## src/rtl/dmem_port_arbiter.sv

```systemverilog
// dmem_port_arbiter: shares the single DataMem port between the core MEM
// stage and a DMA/loader master. The core has zero-latency priority; the DMA
// gets bounded-latency bursts. Owner is chosen only by the registered state.
module dmem_port_arbiter #(
    parameter int unsigned DATA_WIDTH = 32,
    parameter int unsigned MAX_WAIT   = 8,
    parameter int unsigned BURST_MAX  = 4
) (
    input  logic                  clk,
    input  logic                  n_rst,
    // core (MEM stage) side
    input  logic                  i_core_MemRead,
    input  logic                  i_core_MemWrite,
    input  logic [2:0]            i_core_Mode,
    input  logic [DATA_WIDTH-1:0] i_core_Addr,
    input  logic [DATA_WIDTH-1:0] i_core_WriteData,
    output logic [DATA_WIDTH-1:0] o_core_MemOut,
    output logic                  o_core_stall,
    // DMA side
    input  logic                  i_dma_req,
    input  logic                  i_dma_we,
    input  logic [2:0]            i_dma_Mode,
    input  logic [DATA_WIDTH-1:0] i_dma_Addr,
    input  logic [DATA_WIDTH-1:0] i_dma_WriteData,
    output logic                  o_dma_gnt,
    output logic [DATA_WIDTH-1:0] o_dma_rdata,
    output logic                  o_dma_rvalid,
    // DataMem side
    output logic                  o_mem_MemRead,
    output logic                  o_mem_MemWrite,
    output logic [2:0]            o_mem_Mode,
    output logic [DATA_WIDTH-1:0] o_mem_Addr,
    output logic [DATA_WIDTH-1:0] o_mem_WriteData,
    input  logic [DATA_WIDTH-1:0] i_mem_MemOut,
    output logic                  o_owner
);

    localparam int unsigned WAIT_W = (MAX_WAIT  > 1) ? $clog2(MAX_WAIT)  : 1;
    localparam int unsigned BEAT_W = (BURST_MAX > 1) ? $clog2(BURST_MAX) : 1;
    localparam logic [WAIT_W-1:0] WAIT_LAST = WAIT_W'(MAX_WAIT - 1);
    localparam logic [BEAT_W-1:0] BEAT_LAST = BEAT_W'(BURST_MAX - 1);

    typedef enum logic {
        S_CORE = 1'b0,
        S_DMA  = 1'b1
    } state_t;

    state_t                state_q, state_d;
    logic [WAIT_W-1:0]     wait_q,  wait_d;
    logic [BEAT_W-1:0]     beat_q,  beat_d;
    logic [DATA_WIDTH-1:0] rdata_q, rdata_d;
    logic                  rvalid_q, rvalid_d;

    logic core_req;
    logic dma_accept;

    assign core_req   = i_core_MemRead | i_core_MemWrite;
    // A beat is accepted only while the DMA owns the port and never in a reset cycle.
    assign dma_accept = (state_q == S_DMA) & i_dma_req & n_rst;

    assign o_owner       = (state_q == S_DMA);
    assign o_core_MemOut = i_mem_MemOut;
    assign o_dma_rdata   = rdata_q;
    assign o_dma_rvalid  = rvalid_q;

    // Memory-side mux and handshakes, selected by registered owner only.
    always_comb begin
        o_mem_MemRead   = i_core_MemRead;
        o_mem_MemWrite  = i_core_MemWrite;
        o_mem_Mode      = i_core_Mode;
        o_mem_Addr      = i_core_Addr;
        o_mem_WriteData = i_core_WriteData;
        o_core_stall    = 1'b0;
        o_dma_gnt       = 1'b0;
        if (state_q == S_DMA) begin
            o_mem_MemRead   = i_dma_req & ~i_dma_we;
            o_mem_MemWrite  = i_dma_req &  i_dma_we;
            o_mem_Mode      = i_dma_Mode;
            o_mem_Addr      = i_dma_Addr;
            o_mem_WriteData = i_dma_WriteData;
            o_dma_gnt       = i_dma_req;
            o_core_stall    = core_req;
        end
        // Reset blocks every memory strobe and handshake regardless of state.
        if (!n_rst) begin
            o_mem_MemRead  = 1'b0;
            o_mem_MemWrite = 1'b0;
            o_dma_gnt      = 1'b0;
            o_core_stall   = 1'b0;
        end
    end

    // Next owner plus starvation (wait) and burst (beat) counters.
    always_comb begin
        state_d = state_q;
        wait_d  = wait_q;
        beat_d  = beat_q;
        if (state_q == S_CORE) begin
            beat_d = '0;
            if (!i_dma_req) begin
                wait_d = '0;
            end else if (!core_req || (wait_q == WAIT_LAST)) begin
                state_d = S_DMA;
                wait_d  = '0;
            end else begin
                // Core busy and DMA waiting below the bound: keep counting.
                wait_d = wait_q + 1'b1;
            end
        end else begin
            wait_d = '0;
            if (!i_dma_req) begin
                state_d = S_CORE;
                beat_d  = '0;
            end else if (core_req) begin
                if (beat_q == BEAT_LAST) begin
                    state_d = S_CORE;
                    beat_d  = '0;
                end else begin
                    beat_d = beat_q + 1'b1;
                end
            end
        end
    end

    // DMA read return: capture memory data on an accepted read beat.
    always_comb begin
        rvalid_d = dma_accept & ~i_dma_we;
        rdata_d  = rvalid_d ? i_mem_MemOut : rdata_q;
    end

    // State, counters and read-return registers with synchronous active-low reset.
    always_ff @(posedge clk) begin
        if (!n_rst) begin
            state_q  <= S_CORE;
            wait_q   <= '0;
            beat_q   <= '0;
            rdata_q  <= '0;
            rvalid_q <= 1'b0;
        end else begin
            state_q  <= state_d;
            wait_q   <= wait_d;
            beat_q   <= beat_d;
            rdata_q  <= rdata_d;
            rvalid_q <= rvalid_d;
        end
    end

endmodule

```

## config.mk

```make
export PLATFORM = sky130hd
export DESIGN_NAME = dmem_port_arbiter
export DESIGN_NICKNAME = d
export VERILOG_FILES = /design/src/rtl/dmem_port_arbiter.sv
export SDC_FILE = /design/constraint.sdc
export NUM_CORES = 1
export LEC_CHECK = 0
export BUFFER_PORTS_ARGS = -buffer_cell sky130_fd_sc_hd__buf_2
export CAP_MARGIN = 20
export CORE_AREA = 3 3 118 120
export DETAILED_ROUTE_END_ITERATION = 8
export DIE_AREA = 0 0 121 123
export GPL_TIMING_DRIVEN = 0
export SETUP_SLACK_MARGIN = 0.5
export SYNTH_ARGS = -nofsm -noshare
export SYNTH_HDL_FRONTEND = slang
export SYNTH_SLANG_ARGS = --single-unit
```

## constraint.sdc

```tcl
create_clock -name clk -period 2.6 [get_ports clk]
set_clock_uncertainty 0.15 [all_clocks]
set_input_delay 0.52 -clock clk [delete_from_list [all_inputs] [get_ports clk]]
set_output_delay 0.52 -clock clk [all_outputs]
set_load 0.005 [all_outputs]
```

==> results.md, run 1 <==
- Fin. Hold Viols: 0
- Post-DP HPWL: 9.83 mm
- FF-to-FF path depth: 4
- Number of global-route vias before repair: 2793
- Final WS setup: 491 ps
- Post-synth top flop: dfxtp_1
- Syn-to-layout area delta: 85.6%
- Pwr dens: 386 nW/um^2
- Num rows: 42
- Total wire length: 11.7 mm
- Outcome: finished clean
- Die Height: 123 um
- Crit share post-route: 0.811
- Routability cong.: 0.726
- Vias: 3083
- DR vias/cell: 3.95
- Placed insts: 766
- Sequential share of power: 0.340
- Crit path largest cell delay: 380 ps
- Comb pwr share: 0.261
- Core Region: 13100 um^2
- GR peak layer: met2
- Max IR drop VDD: 0.308 mV
- Mux contribution to synthesized area: 0.302
- GR Util met2: 0.211
- CTS max path bufs: 2
- Setup TNS: 0 ps
- FF-to-FF Start: o_owner
- H-tree depth: 2
- Synth area leaders: dfxtp_1 31%, mux2_2 30%, buf_4 13%, nand2_1 11%, o21ai_0 4.6%
- Total CTS buffers: 5
- Input/output buffers: 308
- Die area: 14900 um^2
- Post-synthesis sequential area ratio: 0.313
- Cells after Synth: 282
- Routed len/inst: 15.0 um
- Net count after synthesis: 457
- Hold_ws: 281 ps
- Post-Layout Cell Count: 780
- Share of cells above drive strength 1: 0.732
- FF-to-FF End: o_dma_rdata[8]
- Kind of end point of the critical path: output pin
- Worst Tran Pin Value: 455 ps
- RSZ-0062 raised after global routing: true
- Clock-pin slew on the worst setup and hold paths: 50 ps
- Warnings from Yosys: 0
- Ys async rst share: 0
- Simple-Gate Fraction of Synth Area: 0.135
- Worst endpoint required time: 1930 ps
- Starting Density: 0.191
- Pre-CTS setup slack: 472 ps
- Nets: 778
- M3 GR Usage: 0.0357
- Crit path max fanout: 10
- XOR/XNOR Fraction of Synth Area: 0
- First DRT Iteration DRCs: 82
- First-pass GRT wire length: 15.3 mm
- Yosys cell types: 23
- Critical-path top delay cell: dfxtp_4
- I/O pins: 309
- Post-CTS Hold Buffers: 0
- Max-slew violations: 0
- CTS Sinks: 39
- Commonest non-fill, non-tap cell in the layout: buf_2
- Synth Area in Compound Gates: 0.0777
- Clock insertion delay at the later pin of the skew report: 270 ps
- Sw frac: 0.236
- Drt pass-1 iters: 4
- Clock share of power: 0.399
- Critical path type: reg2out
- Detail Route Antenna Nets: 0
- Fmax: 474 MHz
- Syn Area/Cell: 8.85 um^2
- EDFF count, synth: 0
- Die Wd: 121 um
- Leak: 2.43 nW
- Mapped cell area: 2500 um^2
- Post-route cell area: 4630 um^2
- Area share of fa/ha/maj cells after synthesis: 0.0150
- Crit path cell chain: buf_12 -> buf_8 -> mux2_2 -> buf_2
- Initial antenna violation count: 0
- Yosys reg bits: 39
- Yosys top cell area share: 0.313
- Flop2flop setup slack: 1090 ps
- Largest net degree at the start of global routing: 13
- Synth area leader: dfxtp_1
- Dpl cell area: 4260 um^2
- Psw: 0.422 mW
- Max_slew headroom: 0.697
- Max Cap Violations: 0
- Commonest cells after routing, fill and taps aside: 306 x buf_2, 70 x nand2_1, 62 x mux2_2, 39 x buf_4, 38 x dfxtp_1
- CP Launch Point: o_owner
- Post-layout minimum cycle time: 2110 ps
- Startpoint Class: register
- Internal power: 1.36 mW
- GRT overflow: 0
- GRT Util Overall: 0.135
- Largest family of logic cells by synthesized area: multiplexers
- Antenna diodes: 0
- Crit path capture: o_mem_WriteData[29]
- Routing usage on met1: 0.187
- Final setup viols: 0
- HP Class: reg2reg
- Root buffer cell: clkbuf_16
- CTS tree: done
- Arrival @ worst endpoint: 1440 ps
- DR DRC count: 0
## kinds of logic after synthesis
kind of cell,after synthesis
flops,39
fa+ha+maj,3
compound gates,38
mux,67
simple gates,83
buf+inv,52
## synthesized netlist by cell type, types with 2 or more instances
cell and number:
o21ai_1 10, nor2_1 3, ha_1 3, buf_4 42, buf_6 5, and2_1 2
mux2_2 67, nand3_1 2, buf_2 2, dfxtp_1 39, a21oi_1 3, clkbuf_1 2
nand2_1 70, o21ai_0 23
## what timing repair did
action	4_1_cts	5_1_grt
endpoints found under the setup margin	68	52
gates resized for setup	19	15
setup buffers	3	0
cloned	1	2
## registers in the layout (all words and copies together), names as in the netlist
signal,flops
o_dma_rdata,32
o_owner,1
wait_q,3
o_dma_rvalid,1
beat_q,2
## routing by layer
metal  wire, um  up-vias  part of all wire
met5          0        -                 0
met4         63        0            0.0054
met3       1020        4             0.087
met2       5530      142              0.47
met1       5100     1377              0.43
li1           -     1560                 -
## critical path: cells and delay by family (launching register included)
family / cells / cell delay (ps)
buffers and inverters: 3 / 440
DFF: 1 / 380
muxes: 1 / 350
## power groups by stage
stage	logic [mW]	registers, mW	clock network [mW]
global route	0.507	0.608	0.760
floorplan	0.169	0.621	0
finish	0.466	0.607	0.713
CTS	0.453	0.607	0.735
detailed placement	0.439	0.621	0
global placement	0.439	0.621	0
## metrics by stage
step	util	power, mW
2_1_floorplan	-	0.791
3_3_place_gp	0.325	1.06
3_5_place_dp	0.325	1.06
4_1_cts	0.346	1.80
5_1_grt	0.354	1.87
6_report	0.354	1.79
## how the worst min path moves through the flow
stage	startpoint	endpoint	cells past startpoint
2_1_floorplan	wait_q[0]	wait_q[0]	1
3_3_place_gp	wait_q[0]	wait_q[0]	1
3_5_place_dp	wait_q[0]	wait_q[0]	1
4_1_cts	wait_q[0]	wait_q[0]	1
5_1_grt	i_mem_MemOut[3]	o_dma_rdata[3]	3
6_report	wait_q[0]	wait_q[0]	1
## layout make-up
| class | count | area, um^2 |
|---|---|---|
| Sequential cell | 39 | 785 |
| Timing Repair Buffer | 314 | 1640 |
| Inverter | 1 | 3.75 |
| Clock buffer | 6 | 139 |
| Fill cell | 1424 | 8450 |
| Multi-Input combinational cell | 191 | 1350 |
| Tap cell | 176 | 220 |
| Buffer | 51 | 457 |
| Clock inverter | 2 | 35.0 |
No activity file was read; power rests on OpenSTA's default activity.
==> inputs of run 2 (changes only) <==
--- a/config.mk
+++ b/config.mk
@@ -7,9 +7,9 @@
 export LEC_CHECK = 0
 export BUFFER_PORTS_ARGS = -buffer_cell sky130_fd_sc_hd__buf_2
 export CAP_MARGIN = 20
-export CORE_AREA = 3 3 118 120
+export CORE_AREA = 3 3 120 122
 export DETAILED_ROUTE_END_ITERATION = 8
-export DIE_AREA = 0 0 121 123
+export DIE_AREA = 0 0 123 125
 export GPL_TIMING_DRIVEN = 0
 export SETUP_SLACK_MARGIN = 0.5
 export SYNTH_ARGS = -nofsm -noshare
==> constraint.sdc (replaced) <==
create_clock -name clk -period 1.9 [get_ports clk]
set_clock_uncertainty 0.15 [all_clocks]
set_input_delay 0.38 -clock clk [delete_from_list [all_inputs] [get_ports clk]]
set_output_delay 0.38 -clock clk [all_outputs]
set_load 0.005 [all_outputs]
==> run 2 against run 1 <==
  * Die area grew 3.3%
  * The run now ends with negative setup slack left
  * First-iteration DRC count shrank 12%
  * Count of clock-buffer cells in the layout shrank 1
  * Sequential cell count stayed put
  * Largest cell class unchanged
  * Via count is 5.1% higher
  * Register-to-register slack worse by 640 ps
  * Worst hold slack got worse by 120 ps
  * Non-clock buffer count up 1
  * Highest routed layer is now met5
==> results.md, run 2 (same netlist as run 1, synthesis figures left out) <==
- RSZ-0062 raised after global routing: true
- Total CTS buffers: 5 (unchanged)
- Most used cell, CP: buf_12
- Startpoint Class: register
- Routability cong.: 0.774 (+6.7%)
- FF-to-FF End: wait_q[1]
- DR DRC count: 0 (unchanged)
- Largest net degree at the start of global routing: 14 (+1)
- Placed insts: 766 (unchanged)
- Crit path cell chain: buf_12 -> buf_12 -> mux2_2 -> buf_2
- CTS max path bufs: 2 (unchanged)
- Failing checks: negative setup slack
- Fin. Hold Viols: 0 (unchanged)
- Root buffer cell: clkbuf_16
- WHS Endpoint: o_dma_rdata[21]
- Max Cap Violations: 0 (unchanged)
- Leak: 2.59 nW (+6.4%)
- Multi-input gate area: 1460 um^2 (+7.8%)
- Critical path type: reg2out
- Clock-pin slew on the worst setup and hold paths: 60 ps (about the same)
- Post-DP HPWL: 10.2 mm (+4.2%)
- FF-to-FF path depth: 5 (+1)
- Max_slew headroom: 0.696 (about the same)
- Nets: 779 (+0.13%)
- Initial antenna violation count: 4 (+4)
- First-pass GRT wire length: 17.1 mm (+12%)
- Fmax: 508 MHz
- Final WS setup: -67.1 ps (-558 ps)
- Total wire length: 12.7 mm (+8.5%)
- DR vias/cell: 4.15 (+4.9%)
- Core Region: 13300 um^2 (+1.6%)
- Pwr dens: 481 nW/um^2 (+25%)
- Worst endpoint required time: 1370 ps (-560 ps)
- Post-Layout Cell Count: 781 (+0.13%)
- Number of global-route vias before repair: 3170 (+13%)
- GRT overflow: 0 (unchanged)
- FF-to-FF Start: wait_q[0]
- Commonest non-fill, non-tap cell in the layout: buf_2
- Syn-to-layout area delta: 98.7%
- Post-CTS Hold Buffers: 0 (unchanged)
- Worst hold path depth: 3 (+2)
- Critical-path top delay cell: dfxtp_4
- Flop2flop setup slack: 450 ps (-640 ps)
- Max IR drop VDD: 0.257 mV (-17%)
- Commonest cells after routing, fill and taps aside: 280 x buf_2, 70 x nand2_1, 38 x dfxtp_1, 35 x buf_6, 35 x mux2_2
- Vias: 3239 (+5.1%)
- Post-layout minimum cycle time: 1970 ps
- Final setup viols: 66 (+66)
- H-tree depth: 2 (unchanged)
- Worst hold start: i_mem_MemOut[21]
- Antenna diodes: 0 (unchanged)
- Crit path max fanout: 10 (unchanged)
- CTS Sinks: 39 (unchanged)
- Die Wd: 123 um (+1.7%)
- Max-slew violations: 0 (unchanged)
- First DRT Iteration DRCs: 72 (-12%)
- Input/output buffers: 308 (unchanged)
- Worst Tran Pin Value: 456 ps (+0.902 ps)
- Starting Density: 0.188 (-0.00302)
- Fillcell total: 1412 (-0.84%)
- Die Height: 125 um (+1.6%)
- CP Launch Point: o_owner
- Detail Route Antenna Nets: 0 (unchanged)
- Kind of end point of the critical path: output pin
- Routed len/inst: 16.3 um (+8.4%)
- Drt pass-1 iters: 4 (unchanged)
- I/O pins: 309 (unchanged)
- CTS tree: done
- Share of cells above drive strength 1: 0.737 (+0.00540)
- Post-layout power: 2.38 mW (+33%)
- Crit path largest cell delay: 390 ps (about the same)
- Pre-CTS setup slack: 111 ps (-361 ps)
- Arrival @ worst endpoint: 1440 ps (about the same)
- Max reg flops: 32 (unchanged)
- Crit share post-route: 1.04
- Die area: 15400 um^2 (+3.3%)
- Seq. cell area: 785 um^2 (unchanged)
- Num rows: 42 (unchanged)
- HP Class: in2reg
- Outcome: finished, violations left
- Clock insertion delay at the later pin of the skew report: 270 ps (about the same)
- GRT Util Overall: 0.142 (+0.00797)
## run 2: changes by cell type in the layout (fill, tap and decap cells not counted), sizes merged
cell,change
buf,-2
bufinv,-1
clkbuf,+2
clkinvlp,+2
## run 2: power breakdown
group          internal (mW)  total (mW)  switching [mW]
Sequential             0.826       0.831         0.00555
Combinational          0.460       0.725           0.265
Clock                  0.484       0.828           0.345
Total                   1.77        2.38           0.615
## run 2: layer usage
metal  GRT usage  vias up  share of wire
met5           0        -         0.0021
met4      0.0313        4          0.019
met3      0.0519       24           0.11
met2       0.269      197           0.50
met1       0.148     1454           0.37
li1            -     1560              -
## run 2: per-stage QoR
| stage | util | hold slack [ps] | setup TNS (ps) | cell area [um^2] |
|---|---|---|---|---|
| after global routing | 0.373 | 164 | -6090 | 4960 |
| final | 0.373 | 163 | -2850 | 4960 |
| after detailed placement | 0.323 | 268 | 0 | 4300 |
| after global placement | 0.323 | 275 | 0 | 4300 |
| after CTS | 0.349 | 155 | -3710 | 4640 |
| after floorplan | - | 254 | 0 | 2530 |
## run 2: timing repair
action,CTS,global route
pin swaps,0,2
endpoints found under the hold margin,0,0
cloned,0,5
gates resized for setup,40,43
setup endpoints to repair,75,76
setup buffers,1,1
## run 2: layout make-up
| class | count | area share |
|---|---|---|
| multi-input combinational | 191 | 0.294 |
| sequential | 39 | 0.158 |
| tap | 176 | 0.0444 |
| clock inverter | 3 | 0.00404 |
| timing repair buffer | 315 | 0.378 |
| buffer | 51 | 0.0961 |
| clock buffer | 5 | 0.0252 |
| inverter | 1 | 0.000757 |
## run 2: how the worst max path moves through the flow
stage | end | depth (start not counted)
4_1_cts | o_mem_WriteData[14] | 4
6_report | o_mem_Mode[1] | 4
3_3_place_gp | o_mem_MemRead | 6
5_1_grt | o_mem_Addr[9] | 4
2_1_floorplan | o_mem_Addr[0] | 3
3_5_place_dp | o_mem_MemRead | 6
## run 2: worst max-delay path, delay by kind of cell, from the launching register on
kind,cells,cell delay (ps)
buf+inv,3,430
flops,1,390
mux,1,330
